**src/rtl/alu_arbiter.sv**
```systemverilog
// -----------------------------------------------------------------------------
// alu_arbiter
//   Two requesters share one combinational ALU. Each requester has a
//   valid/ready request channel carrying (a, b, op) and a valid/ready response
//   channel carrying (res, flags). Only one operation is in flight at a time.
//   Operands are registered on accept, and results are registered at the end
//   of EXEC. A response is presented in RESP until the owner takes it.
//
//   FSM: IDLE -> EXEC (any request) -> RESP -> IDLE (owner rsp_ready).
//   IDLE is always visited between operations.
//
// Ports
//   clk, rst            clock (rising edge), async active-high reset
//   reqN_valid/ready    request handshake for requester N (N = 0, 1)
//   reqN_a/b/op         operands and ALU op code (0 = add)
//   rspN_valid/ready    response handshake for requester N
//   rspN_res/flags      registered result and flags {N,Z,C,V}; both channels
//                       carry the same result registers
//   busy                high in EXEC or RESP
//
// Configuration
//   ALU_ARB_FIXED_PRIO_EN  defined: requester 0 always wins a tie, and no
//                          last-served pointer is kept. Requester 1 can starve.
//                          undefined: round-robin on ties.
// -----------------------------------------------------------------------------

// Combinational ALU: flags = {N, Z, C, V}
module alu_arbiter_alu #(
  parameter int DATA_W = 32,
  parameter int OP_W   = 4
) (
  input  logic [DATA_W-1:0] a_i,
  input  logic [DATA_W-1:0] b_i,
  input  logic [OP_W-1:0]   op_i,
  output logic [DATA_W-1:0] res_o,
  output logic [3:0]        flags_o
);
  localparam int SH_W = $clog2(DATA_W);

  logic [DATA_W:0]   sum;
  logic [DATA_W-1:0] res;
  logic              c, v;

  always_comb begin
    sum = '0;
    res = '0;
    c   = 1'b0;
    v   = 1'b0;
    case (op_i)
      OP_W'(0): begin // add
        sum = {1'b0, a_i} + {1'b0, b_i};
        res = sum[DATA_W-1:0];
        c   = sum[DATA_W];
        v   = (a_i[DATA_W-1] == b_i[DATA_W-1]) && (res[DATA_W-1] != a_i[DATA_W-1]);
      end
      OP_W'(1): begin // sub as a + ~b + 1; C = no borrow
        sum = {1'b0, a_i} + {1'b0, ~b_i} + (DATA_W+1)'(1);
        res = sum[DATA_W-1:0];
        c   = sum[DATA_W];
        v   = (a_i[DATA_W-1] != b_i[DATA_W-1]) && (res[DATA_W-1] != a_i[DATA_W-1]);
      end
      OP_W'(2): res = a_i & b_i;
      OP_W'(3): res = a_i | b_i;
      OP_W'(4): res = a_i ^ b_i;
      OP_W'(5): res = a_i << b_i[SH_W-1:0];
      OP_W'(6): res = a_i >> b_i[SH_W-1:0];
      OP_W'(7): res = DATA_W'($signed(a_i) >>> b_i[SH_W-1:0]);
      OP_W'(8): res = b_i;
      default:  res = '0;
    endcase
  end

  assign res_o   = res;
  assign flags_o = {res[DATA_W-1], (res == '0), c, v};
endmodule

module alu_arbiter #(
  parameter int DATA_W = 32,
  parameter int OP_W   = 4,
  parameter int FLAG_W = 4
) (
  input  logic              clk,
  input  logic              rst,
  input  logic              req0_valid,
  output logic              req0_ready,
  input  logic [DATA_W-1:0] req0_a,
  input  logic [DATA_W-1:0] req0_b,
  input  logic [OP_W-1:0]   req0_op,
  input  logic              req1_valid,
  output logic              req1_ready,
  input  logic [DATA_W-1:0] req1_a,
  input  logic [DATA_W-1:0] req1_b,
  input  logic [OP_W-1:0]   req1_op,
  output logic              rsp0_valid,
  input  logic              rsp0_ready,
  output logic [DATA_W-1:0] rsp0_res,
  output logic [FLAG_W-1:0] rsp0_flags,
  output logic              rsp1_valid,
  input  logic              rsp1_ready,
  output logic [DATA_W-1:0] rsp1_res,
  output logic [FLAG_W-1:0] rsp1_flags,
  output logic              busy
);
  typedef enum logic [1:0] {IDLE, EXEC, RESP} state_t;

  state_t            state_q, state_d;
  logic              own_q;
  logic [DATA_W-1:0] a_q, b_q;
  logic [OP_W-1:0]   op_q;
  logic [DATA_W-1:0] res_q;
  logic [FLAG_W-1:0] flags_q;
  logic              gnt0, gnt1;
  logic              accept;
  logic [DATA_W-1:0] alu_res;
  logic [3:0]        alu_flags;

  // Grant is evaluated every cycle and qualified with IDLE at the ready outputs.
`ifdef ALU_ARB_FIXED_PRIO_EN
  assign gnt0 = req0_valid;
  assign gnt1 = req1_valid & ~req0_valid;
`else
  logic last_q; // requester served most recently; reset to 1 so 0 wins the first tie
  assign gnt0 = req0_valid & (~req1_valid |  last_q);
  assign gnt1 = req1_valid & (~req0_valid | ~last_q);

  always_ff @(posedge clk or posedge rst) begin
    if (rst)         last_q <= 1'b1;
    else if (accept) last_q <= req1_ready;
  end
`endif

  // State register
  always_ff @(posedge clk or posedge rst) begin
    if (rst) state_q <= IDLE;
    else     state_q <= state_d;
  end

  // Next state
  always_comb begin
    state_d = state_q;
    case (state_q)
      IDLE:    if (req0_valid | req1_valid) state_d = EXEC;
      EXEC:    state_d = RESP;
      RESP:    if (own_q ? rsp1_ready : rsp0_ready) state_d = IDLE;
      default: state_d = IDLE;
    endcase
  end

  // Outputs
  always_comb begin
    req0_ready = (state_q == IDLE) & gnt0;
    req1_ready = (state_q == IDLE) & gnt1;
    rsp0_valid = (state_q == RESP) & ~own_q;
    rsp1_valid = (state_q == RESP) &  own_q;
    busy       = (state_q != IDLE);
  end

  assign accept = req0_ready | req1_ready;

  // Operand capture on accept, result capture at the end of EXEC
  always_ff @(posedge clk or posedge rst) begin
    if (rst) begin
      own_q   <= 1'b0;
      a_q     <= '0;
      b_q     <= '0;
      op_q    <= '0;
      res_q   <= '0;
      flags_q <= '0;
    end else begin
      if (accept) begin
        own_q <= req1_ready;
        a_q   <= req1_ready ? req1_a  : req0_a;
        b_q   <= req1_ready ? req1_b  : req0_b;
        op_q  <= req1_ready ? req1_op : req0_op;
      end
      if (state_q == EXEC) begin
        res_q   <= alu_res;
        flags_q <= alu_flags;
      end
    end
  end

  alu_arbiter_alu #(.DATA_W(DATA_W), .OP_W(OP_W)) u_alu (
    .a_i     (a_q),
    .b_i     (b_q),
    .op_i    (op_q),
    .res_o   (alu_res),
    .flags_o (alu_flags)
  );

  assign rsp0_res   = res_q;
  assign rsp0_flags = flags_q;
  assign rsp1_res   = res_q;
  assign rsp1_flags = flags_q;
endmodule

```
**config.mk**
```make
export PLATFORM = sky130hd
export DESIGN_NAME = alu_arbiter
export DESIGN_NICKNAME = d
export VERILOG_FILES = /design/src/rtl/alu_arbiter.sv
export SDC_FILE = /design/constraint.sdc
export NUM_CORES = 1
export LEC_CHECK = 0
export ABC_AREA = 1
export BUFFER_PORTS_ARGS = -buffer_cell sky130_fd_sc_hd__buf_2
export CAP_MARGIN = 20
export CELL_PAD_IN_SITES_DETAIL_PLACEMENT = 1
export CELL_PAD_IN_SITES_GLOBAL_PLACEMENT = 2
export CORE_MARGIN = 2
export CORE_UTILIZATION = 33
export DETAILED_ROUTE_END_ITERATION = 8
export GPL_TIMING_DRIVEN = 0
export PLACE_DENSITY_LB_ADDON = 0.1
export SYNTH_ARGS = -nofsm -noshare
export SYNTH_HDL_FRONTEND = slang
export SYNTH_SLANG_ARGS = --single-unit
```
**constraint.sdc**
```tcl
create_clock -name clk -period 9.2 [get_ports clk]
set_clock_uncertainty 0.1 [all_clocks]
set_input_delay 0.46 -clock clk [delete_from_list [all_inputs] [get_ports clk]]
set_output_delay 0.46 -clock clk [all_outputs]
set_load 0.02 [all_outputs]
```
### Word-level counts from Yosys, hierarchy flattened

Index checks and enable logic that the tools add are counted.

| word-level totals | value |
|---|---|
| word-level logic and storage cells | 65 |
| output and inout port bits | 77 |
| input port bits | 142 |
| register bits after elaboration | 108 |

| operators by class | value |
|---|---|
| muxes and demuxes | 10 |
| equal/unequal tests | 16 |
| add/subtract/negate cells | 3 |
| bitwise logic cells | 18 |
| shifts and indexed selects | 3 |
| reduce and logical (&&, ||, !) cells | 7 |

Operators by type and width:

| kind | count |
|---|---|
| $pmux 32 s9 | 1 |
| $add 32x32->33 | 2 |
| $mux 32 | 2 |
| $add 33x1->33 const B | 1 |
| $and 32x32->32 | 1 |
| $logic_not 32->1 | 1 |
| $not 32->32 | 1 |
| $or 32x32->32 | 1 |
| $shl 32x5->32 | 1 |
| $shr 32x5->32 | 1 |
| $sshr 32x5->32 | 1 |
| $xor 32x32->32 | 1 |
| $eq 4x3->1 const B | 4 |
| $eq 4x2->1 const B | 2 |
| $and 1x1->1 | 6 |
| $pmux 2 s3 | 1 |
| $eq 4x1->1 const B | 1 |
| $eq 4x4->1 const B | 1 |
| $logic_not 4->1 | 1 |
| $mux 2 | 2 |
| $mux 4 | 1 |
| $ne 2x2->1 const B | 2 |
| $not 1->1 | 4 |
| $or 1x1->1 | 4 |
| other kinds (10) | 14 |

### Longest topological paths before layout

| logic depth | value |
|---|---|
| word-level depth | 6 |
| depth in mapped cells | 25 |
| gate-level depth less buffers | 22 |

### Hierarchy

A second synthesis with hierarchy kept.

| unflattened totals | value |
|---|---|
| cells, all modules | 3014 |
| area total of the unflattened synthesis | 16524.6 µm² |

Modules (own cells, without submodules):

| module | sequential area each (µm²) | cells each | area an instance (µm²) | instances |
|---|---|---|---|---|
| alu_arbiter_alu | 0.0 | 2208 | 10682.7 | 1 |
| alu_arbiter | 2703.8 | 806 | 5841.9 | 1 |

### Worst setup path after synthesis

Ideal clock, no wire load.

| timing | value |
|---|---|
| kind | register to register |
| from | register b_q[3] |
| to | register flags_q[2], in the netlist rsp0_flags[2] |
| data arrival time | 2.602 ns |
| clock period less this slack | 2.768 ns |
| cell stages (with the launch flop) | 22 |
| setup time | 0.066 ns |
| buffers on the path | 4 |
| data required time | 9.034 ns |
| setup slack | 6.432 ns |
| path through | dfrtp_1 buf_4 inv_1 buf_4 buf_2 ha_1 buf_2 nor2_1 nand2_1 inv_1 nand2_1 nand2_1 nand2_1 nand2_1 nand3_1 nand3_1 nand3_1 nor2_1 nand3_1 nor2_1 nand3_1 nand2_1 |

| between the ends | value |
|---|---|
| cells in the longest elaborated chain, start to end | 5 |
| elaborated cells between the ends (all ways) | 12 |
| those cells by class | 3 x add/sub; 3 x shift; 1 x mux; 4 x bitwise; 1 x reduce/logical |

RTL lines:

| what | RTL line | source |
|---|---|---|
| start, declared | 108 | `logic [DATA_W-1:0] a_q, b_q;` |
| start signal, assigned | 173 | `b_q <= req1_ready ? req1_b : req0_b;` |
| $not 32->32 | 57 | `sum = {1'b0, a_i} + {1'b0, ~b_i} + (DATA_W+1)'(1);` |
| $add 32x32->33 | 57 |  |
| $add 33x1->33 | 57 |  |
| $pmux 32 s9 (*) | 49 | `case (op_i)` |
| $logic_not 32->1 (*) | 74 | `assign flags_o = {res[DATA_W-1], (res == '0), c, v};` |
| end signal, assigned | 178 | `flags_q <= alu_flags;` |
| end, declared | 111 | `logic [FLAG_W-1:0] flags_q;` |

Every way passes the cells marked *; elsewhere a longest branch is shown, timed or not.
A chain may end at the register's enable or synchronous reset.

### Worst setup path after layout

| timing | value |
|---|---|
| from | register b_q[4] |
| to | register flags_q[2], in the netlist rsp0_flags[2] |

Same word-level chain as after synthesis.

==> impl_metrics.env <==
export IMPL_layout_min_cycle_time_ns=4.730
export IMPL_cp_num_buf_inv=3
export IMPL_cts_root_buffer="clkbuf_16"
export IMPL_final_common_cell="nand2_1"
export IMPL_end_kind="flip-flop"
export IMPL_path_depth=19
export IMPL_period_share_pct=51.41
export IMPL_die_w_um=217.7
export IMPL_cp_slowest_stage_delay_ns=0.82
export IMPL_drtIter0Drc=2207
export IMPL_rsz0062_at_grt="false"
export IMPL_critical_path_class="reg -> reg"
export IMPL_htree_levels=3
export IMPL_synth_cells=2651
export IMPL_die_h_um=217.7
export IMPL_crit_path_frequent_cell="nor2_1"
export IMPL_max_freq_ghz=0.2114
export IMPL_synth_cell_types=46
export IMPL_min_path_type="in -> async"
export IMPL_vias_per_cell=5.839
export IMPL_grt_pass1_vias=19940
export IMPL_final_cell_mix="nand2_1 (806), nand3_1 (404), buf_2 (272)"
export IMPL_cts_buffers_inserted=9
export IMPL_crit_path_max_fanout=11
export IMPL_fin_hold_ws_ns=0.005730
export IMPL_clk_pin_slew_ns=0.11
export IMPL_final_nets=3122
export IMPL_yosys_warnings=0
export IMPL_crit_slowest_cell="clkbuf_1"
export IMPL_clockBufferDepth=2
export IMPL_ctsHoldBuffers=0
export IMPL_area_growth_pct=14.53
export IMPL_first_pass_iters=5
export IMPL_slew_viol_final=0
export IMPL_grt_remaining_overflow=0
export IMPL_drt_antenna_violating_nets=0
export IMPL_status="finished, final reports clean"
export IMPL_hold_viol_final=0
export IMPL_clk_latency_ns=0.42
export IMPL_cts_tree="done"
export IMPL_ys_seq_elements=107
export IMPL_final_area_sq_mm=0.01726
export IMPL_grt_max_degree=62
export IMPL_r2r_worst_path_cells=19
export IMPL_synth_area_sq_mm=0.01507
export IMPL_place_congestion=1.058
export IMPL_finalWirelength_um=98210
export IMPL_dp_hpwl_um=82380
export IMPL_initial_utilization_pct=33.36
export IMPL_yosysSeqAreaShare_pct=17.77
export IMPL_crit_chain="inv_2 -> clkbuf_1 -> ha_1 -> buf_2 -> nor2_1 -> nand3_1 -> nand3_1 -> a21oi_1 -> o21ai_0 -> nand2_1 -> nor2_1 -> nand2_1 -> nor2_1 -> nand2_1 -> nor2_1 -> nand3_1 -> nor2_1 -> nand3_1 -> nand2_1"
export IMPL_setup_tns_ns=0
export IMPL_grt_pass1_wl_um=139300
export IMPL_clkSinkCount=107
export IMPL_drv_cap=0
export IMPL_synth_area_per_cell_sq_um=5.686
export IMPL_slew_headroom_pct=17.78
export IMPL_cp_start_kind="flip-flop"
export IMPL_design_die_area_sq_mm=0.04740
export IMPL_drc=0
export IMPL_vias=20360
export IMPL_wire_per_inst_um=28.16
export IMPL_antenna_found_initial=3
export IMPL_drive_gt1_share_pct=14.86
export IMPL_ioPinCount=219
export IMPL_core_area_sq_mm=0.04519
export IMPL_arrival_ns=4.97
export IMPL_io_buffers=218
export IMPL_cts_resized=0
export IMPL_placed_area_sq_mm=0.01695
export IMPL_core_rowCount=78
export IMPL_tightest_slew_ns=1.231
export IMPL_crit_family="simple AND/OR/NAND/NOR gates"
export IMPL_grt_use_total_pct=41.09
export IMPL_postCtsSetupRepairBufs=0
export IMPL_cp_required_ns=9.44
export IMPL_syn_nets=2892
export IMPL_setup_viol=0
-- logic make-up (layout without fill, tap and decap cells) --
| family | after synthesis | after routing | share of synthesized area (%) |
|---|---|---|---|
| and+or+nand+nor | 1609 | 1609 | 46.15 |
| AOI/OAI and AO/OA | 383 | 383 | 14.17 |
| buffers and inverters | 453 | 688 | 13.59 |
| other | 0 | 1 | 0 |
| DFF | 107 | 107 | 17.77 |
| adders and majority gates | 99 | 99 | 8.317 |
-- worst paths after layout --
check / slack [ns] / to / start
worst max-delay path: 4.47 / rsp0_flags[2] / b_q[4]
worst min-delay path: 0.006 / rsp0_res[18] / rst
worst max register to register: 4.47 / rsp0_flags[2] / b_q[4]
worst min register to register: 0.41 / rsp0_res[25] / rsp0_res[25]
max in group asynchronous: 8.15 / last_q / rst
min in group clk: 0.21 / b_q[12] / req1_b[12]
-- flip-flops by register name, summed over array words and instances, names as in the netlist --
name	count
rsp0_res	32
own_q	1
b_q	32
last_q	1
a_q	32
state_q	2
rsp0_flags	3
op_q	4
-- final cells by class --
type / instances / area (sq um)
repair buffers: 219 / 1119
diodes: 1 / 2.502
flip-flops and latches: 107 / 2679
clock inverters: 7 / 90.09
plain buffers: 167 / 964.7
multi-input cells: 2091 / 10350
inverters: 286 / 1086
well taps: 600 / 750.7
fillers: 6310 / 27920
clock buffers: 9 / 225.2
-- layer usage --
metal,routed length (um),global-route usage (%),up-vias
met5,25,0,-
met1,42780,56.06,10070
li1,-,-,9100
met2,41810,62.49,1001
met3,8230,6.820,188
met4,5358,20.37,4
-- Yosys cell counts (all sizes together) --
cell type  instances  share of area [%]
a211oi             1              0.050
a21boi             2               0.10
a21oi            167                5.6
a221oi             3               0.17
a31oi              2              0.083
and2               1              0.042
and3               1              0.042
buf              126                5.4
clkbuf            41                1.0
dfrtp            106                 18
dfstp              1               0.17
fa                 2               0.27
ha                97                8.1
inv              286                7.2
nand2            831                 21
nand3            418                 14
nand3b             4               0.20
nand4             34                1.4
nor2             281                7.4
nor3              30                1.0
nor3b              2               0.13
nor4               2              0.083
o211ai             7               0.35
o21a               2               0.10
o21ai             81                2.7
o21bai             7               0.35
o221ai             2               0.12
o22ai            108                4.5
o311ai             1              0.058
or2                5               0.21
-- per-stage QoR --
| step | util [%] | setup WS (ns) | std cells |
|---|---|---|---|
| global placement | 37.43 | 4.281 | 3469 |
| floorplan | - | 5.824 | 2651 |
| global route | 38.20 | 4.350 | 3486 |
| finish | 38.20 | 4.470 | 3487 |
| detailed placement | 37.50 | 4.748 | 3470 |
| CTS | 38.20 | 4.667 | 3486 |
Power is not shown: default switching activity piles up to over one toggle a cycle in this logic, so the estimate is an artifact.
